### src/rtl/out_fifo_index_arbiter.sv
// Shares one out-FIFO write port among N_REQ byte producers and writes bytes strictly in
// message-position order. Missing positions (stall timeout) and duplicate owners are flagged.
module out_fifo_index_arbiter #(
    parameter int N_REQ   = 3,
    parameter int IDX_W   = 10,
    parameter int TIMEOUT = 255
) (
    input  logic                   clk,
    input  logic                   reset,
    input  logic                   start,
    input  logic                   abort,
    input  logic [IDX_W-1:0]       msg_len,
    input  logic [N_REQ-1:0]       req_valid,
    input  logic [N_REQ*IDX_W-1:0] req_index,
    input  logic [N_REQ*8-1:0]     req_data,
    output logic [N_REQ-1:0]       req_pop,
    input  logic                   out_fifo_full,
    output logic                   out_fifo_push,
    output logic [7:0]             out_fifo_data,
    output logic                   out_fifo_clr,
    output logic                   busy,
    output logic                   done,
    output logic                   err_timeout,
    output logic                   err_dup
);

    typedef enum logic [2:0] {
        S_IDLE,
        S_CLEAR,
        S_RUN,
        S_DONE,
        S_ERROR
    } state_t;

    localparam logic [7:0]       STALL_LAST = 8'(TIMEOUT - 1);
    localparam logic [IDX_W-1:0] IDX_ONE    = IDX_W'(1);

    state_t           state_q, state_d;
    logic [IDX_W-1:0] out_index_q, out_index_d;
    logic [IDX_W-1:0] len_q, len_d;
    logic [7:0]       stall_q, stall_d;
    logic             err_timeout_q, err_timeout_d;
    logic             err_dup_q, err_dup_d;

    logic [N_REQ-1:0] match;
    logic [N_REQ-1:0] win_oh;
    logic [7:0]       win_data;
    logic             win_found;
    logic             multi_match;

    logic [N_REQ-1:0] pop_c;
    logic             push_c;
    logic [7:0]       data_c;
    logic             clr_c;
    logic             done_c;

    // A producer owns the current slot only when its tag equals out_index on all IDX_W bits.
    generate
        for (genvar gi = 0; gi < N_REQ; gi++) begin : g_match
            assign match[gi] = req_valid[gi] &&
                               (req_index[gi*IDX_W +: IDX_W] == out_index_q);
        end
    endgenerate

    assign multi_match = ($countones(match) > 1);

    // Lowest-numbered matching producer wins.
    always_comb begin
        win_oh    = '0;
        win_data  = 8'h00;
        win_found = 1'b0;
        for (int i = 0; i < N_REQ; i++) begin
            if (match[i] && !win_found) begin
                win_found = 1'b1;
                win_oh[i] = 1'b1;
                win_data  = req_data[i*8 +: 8];
            end
        end
    end

    always_comb begin
        state_d       = state_q;
        out_index_d   = out_index_q;
        len_d         = len_q;
        stall_d       = stall_q;
        err_timeout_d = err_timeout_q;
        err_dup_d     = err_dup_q;
        pop_c         = '0;
        push_c        = 1'b0;
        data_c        = 8'h00;
        clr_c         = 1'b0;
        done_c        = 1'b0;

        if (abort) begin
            state_d = S_IDLE;
            clr_c   = 1'b1;
        end else begin
            case (state_q)
                S_IDLE, S_ERROR: begin
                    if (start) begin
                        len_d         = msg_len;
                        err_timeout_d = 1'b0;
                        err_dup_d     = 1'b0;
                        state_d       = S_CLEAR;
                    end
                end
                S_CLEAR: begin
                    clr_c       = 1'b1;
                    out_index_d = '0;
                    stall_d     = 8'h00;
                    state_d     = (len_q != '0) ? S_RUN : S_DONE;
                end
                S_RUN: begin
                    if (multi_match) begin
                        err_dup_d = 1'b1;
                    end
                    if (win_found) begin
                        // A present owner blocked by a full FIFO is backpressure, not a stall.
                        stall_d = 8'h00;
                        if (!out_fifo_full) begin
                            push_c      = 1'b1;
                            data_c      = win_data;
                            pop_c       = win_oh;
                            out_index_d = out_index_q + IDX_ONE;
                            if (out_index_q == len_q - IDX_ONE) begin
                                state_d = S_DONE;
                            end
                        end
                    end else begin
                        stall_d = stall_q + 8'h01;
                        if (stall_q == STALL_LAST) begin
                            err_timeout_d = 1'b1;
                            state_d       = S_ERROR;
                        end
                    end
                end
                S_DONE: begin
                    done_c  = 1'b1;
                    state_d = S_IDLE;
                end
                default: begin
                    state_d = S_IDLE;
                end
            endcase
        end
    end

    always_ff @(posedge clk or negedge reset) begin
        if (!reset) begin
            state_q       <= S_IDLE;
            out_index_q   <= '0;
            len_q         <= '0;
            stall_q       <= 8'h00;
            err_timeout_q <= 1'b0;
            err_dup_q     <= 1'b0;
        end else begin
            state_q       <= state_d;
            out_index_q   <= out_index_d;
            len_q         <= len_d;
            stall_q       <= stall_d;
            err_timeout_q <= err_timeout_d;
            err_dup_q     <= err_dup_d;
        end
    end

    assign req_pop       = pop_c;
    assign out_fifo_push = push_c;
    assign out_fifo_data = data_c;
    assign out_fifo_clr  = clr_c;
    assign done          = done_c;
    assign busy          = (state_q != S_IDLE);
    assign err_timeout   = err_timeout_q;
    assign err_dup       = err_dup_q;

endmodule

### config.mk
export PLATFORM = sky130hd
export DESIGN_NAME = out_fifo_index_arbiter
export DESIGN_NICKNAME = d
export VERILOG_FILES = /design/src/rtl/out_fifo_index_arbiter.sv
export SDC_FILE = /design/constraint.sdc
export NUM_CORES = 1
export LEC_CHECK = 0
export ABC_AREA = 1
export BUFFER_PORTS_ARGS = -buffer_cell sky130_fd_sc_hd__buf_2
export CORE_UTILIZATION = 49
export DETAILED_ROUTE_END_ITERATION = 8
export PLACE_DENSITY = 0.74
export SLEW_MARGIN = 25
export SYNTH_ARGS = -nofsm -noshare
export SYNTH_HDL_FRONTEND = slang
export SYNTH_SLANG_ARGS = --single-unit
### constraint.sdc
create_clock -name clk -period 1.95 [get_ports clk]
set_input_delay 0 -clock clk [delete_from_list [all_inputs] [get_ports clk]]
set_output_delay 0 -clock clk [all_outputs]
set_load 0.01 [all_outputs]
==> flow_metrics.py <==
metrics = {
    "detailed_routing": {
        "routed_wl_um": 10320,
        "ant_nets": 0,
        "dr.pass1.iters": 5,
        "vias": 3811,
        "avgRoutedWirePerCell_um": 13.96,
        "drt-initial-drc-count": 128,
        "drc": 0,
        "viasPerCell": 5.157,
    },
    "placement": {
        "gp_congestion": 0.9360,
        "hpwl_um": 7527,
        "io_buffers": 88,
    },
    "grt": {
        "antenna_found_initial": 0,
        "grt_overflow": 0,
        "grt_pass1_wl_um": 16790,
        "grt_usage": 0.3013,
        "grt_max_degree": 34,
        "grt_pass1_vias": 3636,
    },
    "floorplanning": {
        "die_y_um": 83.36,
        "io_pins": 89,
        "core_area_mm2": 0.006386,
        "design.die.area_mm2": 0.006948,
        "initial_core_util": 0.5078,
        "row_count": 29,
        "fp.dieW_um": 83.36,
    },
    "setup_path": {
        "endpoint": "out_fifo_data[5]",
        "reg2reg_to": "out_index_q[0]",
        "crit_path_start_kind": "register",
        "cp.arrival_ns": 2.08,
        "worstReg2RegStart": "out_index_q[8]",
        "worstSetupStartpoint": "out_index_q[2]",
        "cp-end-kind": "output port",
        "crit_fanout": 5,
        "required_ns": 1.95,
        "reg2reg_depth": 13,
        "critPathKind": "register to output port",
        "reg2reg_slack_ns": -0.01,
    },
    "synthesis": {
        "syn_area_mm2": 0.003243,
        "ys_warn_count": 0,
        "synth_area_per_cell_um2": 6.372,
        "ys_seq_elements": 33,
        "syn-num-nets": 586,
        "synth_cell_types": 41,
        "ys_seq_area_frac": 0.2546,
        "netlist_instances": 509,
    },
    "timing": {
        "post-route-min-period_ns": 2.079,
        "slew_headroom": 0.4951,
        "slew_violations": 0,
        "rsz0062_at_grt": "yes",
        "setup_slack_ns": -0.1291,
        "setup_viol": 11,
        "worst_pin_slew_ns": 0.7574,
        "max_freq_mhz": 481.0,
        "fin_skew_ns": 0.004797,
        "hold_viol_final": 0,
        "period_share": 1.066,
        "hold-worst-slack_ns": 0.1861,
        "fin_tns_setup_ns": -0.7399,
    },
    "layout": {
        "drive_above_1_share": 0.4154,
        "nNetsFinal": 739,
        "num_antenna_cells": 0,
        "synthToLayoutAreaGrowth_pct": 42.09,
    },
    "clock_network": {
        "cts_max_level": 2,
        "clk_pin_slew_ns": 0.07,
        "cts_buffers": 5,
        "clock_latency_ns": 0.29,
        "clockBufferDepth": 2,
        "cts_tree": "built",
        "root_buffer": "clkbuf_8",
        "numClockSinks": 33,
    },
    "pwr": {
        "peakVddDrop_v": 0.0006560,
        "p_per_area_mw_per_mm2": 643.8,
        "power_mw": 2.967,
        "leakagePower_nw": 2.347,
    },
    "worst_hold_path": {
        "whs_path_depth": 4,
        "hold_class": "input pin to register",
    },
    "job": {
        "maxCapViolations": 0,
    },
    "run_status": {
        "failed_checks": "negative setup slack",
        "status": "finished with violations",
    },
}
-- sequential cells by signal (all words and copies together) (netlist names) --
register / cells
len_q: 10
out_index_q: 10
stall_q: 8
state_q: 3
err_dup: 1
err_timeout: 1
-- per-layer routing --
metal | global-route usage | part of all wire
met5 | 0 | 0
met4 | 0.09875 | 0.022
met3 | 0.03678 | 0.045
met2 | 0.5298 | 0.50
met1 | 0.3819 | 0.43
-- cell usage in the layout, fill, tap and decap left out, types with 7 or more instances in the layout --
cell,instances
a31oi_1,8
buf_2,88
buf_4,45
buf_6,12
dfrtp_1,23
dfrtp_2,10
dlygate4sd3_1,12
inv_1,50
inv_2,11
nand2_1,141
nand2_2,33
nand3_1,32
nand3_2,7
nand4_1,12
nor2_1,49
nor2_2,9
nor3_1,7
o21ai_1,7
o21ai_2,17
xnor2_1,7
xor2_1,9
-- synth_stat cells, drive strengths merged --
| master | n | share of area |
|---|---|---|
| a21boi | 3 | 0.0069 |
| a21oi | 5 | 0.0077 |
| a31oi | 8 | 0.015 |
| and2 | 1 | 0.0019 |
| buf | 15 | 0.042 |
| clkbuf | 1 | 0.0012 |
| clkinv | 1 | 0.0012 |
| dfrtp | 33 | 0.25 |
| ha | 5 | 0.019 |
| inv | 70 | 0.084 |
| nand2 | 176 | 0.22 |
| nand2b | 1 | 0.0019 |
| nand3 | 42 | 0.076 |
| nand3b | 1 | 0.0023 |
| nand4 | 12 | 0.023 |
| nor2 | 62 | 0.081 |
| nor3 | 9 | 0.017 |
| nor4 | 2 | 0.0039 |
| o211ai | 4 | 0.0093 |
| o21ai | 30 | 0.059 |
| o22ai | 1 | 0.0019 |
| or2 | 7 | 0.014 |
| xnor2 | 10 | 0.032 |
| xor2 | 10 | 0.027 |
-- per-stage QoR --
stage	std cells	area (µm²)	setup slack, ns	util
3_3_place_gp	697	3944	-0.05238	0.6176
6_report	739	4608	-0.1291	0.7216
4_1_cts	729	4358	-0.09713	0.6824
5_1_grt	739	4608	-0.2443	0.7216
2_1_floorplan	509	3246	0.005854	-
3_5_place_dp	697	3944	-0.07509	0.6176
-- worst min-delay path by stage --
stage / from / to / slack [ns]
5_1_grt: start / state_q[1] / 0.20
6_report: start / state_q[1] / 0.19
4_1_cts: start / state_q[2] / 0.15
2_1_floorplan: reset / err_dup / -0.30
3_5_place_dp: reset / state_q[0] / 0.11
3_3_place_gp: reset / state_q[0] / 0.10
-- cell type report --
class | instances | area (µm²)
Multi-Input combinational cell | 391 | 2225
Timing Repair Buffer | 158 | 1054
Clock buffer | 7 | 86.33
Fill cell | 553 | 1778
Tap cell | 77 | 96.34
Inverter | 71 | 296.5
Sequential cell | 33 | 838.3
Timing Repair inverter | 2 | 12.51
-- worst max-delay path, cell delays in order, from the launching register on --
cell     delay, ns
dfrtp_2       0.46
inv_4         0.05
buf_4         0.14
nand2_2       0.06
nand4_1       0.11
nor2_2        0.16
nand3_4       0.14
buf_6         0.18
nand3_4       0.12
o21ai_2       0.06
a31oi_1       0.16
buf_2         0.17
-- where the power goes --
part           switching [mW]  total [mW]  internal [mW]
combinational           0.815        1.43          0.619
clock                   0.247       0.527          0.280
sequential              0.169        1.01          0.838
total                    1.23        2.97           1.74
-- logic make-up after synthesis --
family	Yosys count	share of synthesized area
simple gates	313	0.4383
buf+inv	87	0.1289
compound gates	51	0.1003
xor+xnor	20	0.05864
flops	33	0.2546
fa+ha+maj	5	0.01929
-- repair_timing --
| action | 4_1_cts | 5_1_grt |
|---|---|---|
| endpoints found under the setup margin | 21 | 43 |
| setup buffers | 10 | 10 |
| resized for setup | 33 | 58 |
| endpoints found under the hold margin | 44 | 0 |
| pin swaps | 9 | 25 |
| hold buffers | 12 | 0 |
| gates cloned | 3 | 1 |
Power figures use the tool's default switching activity.
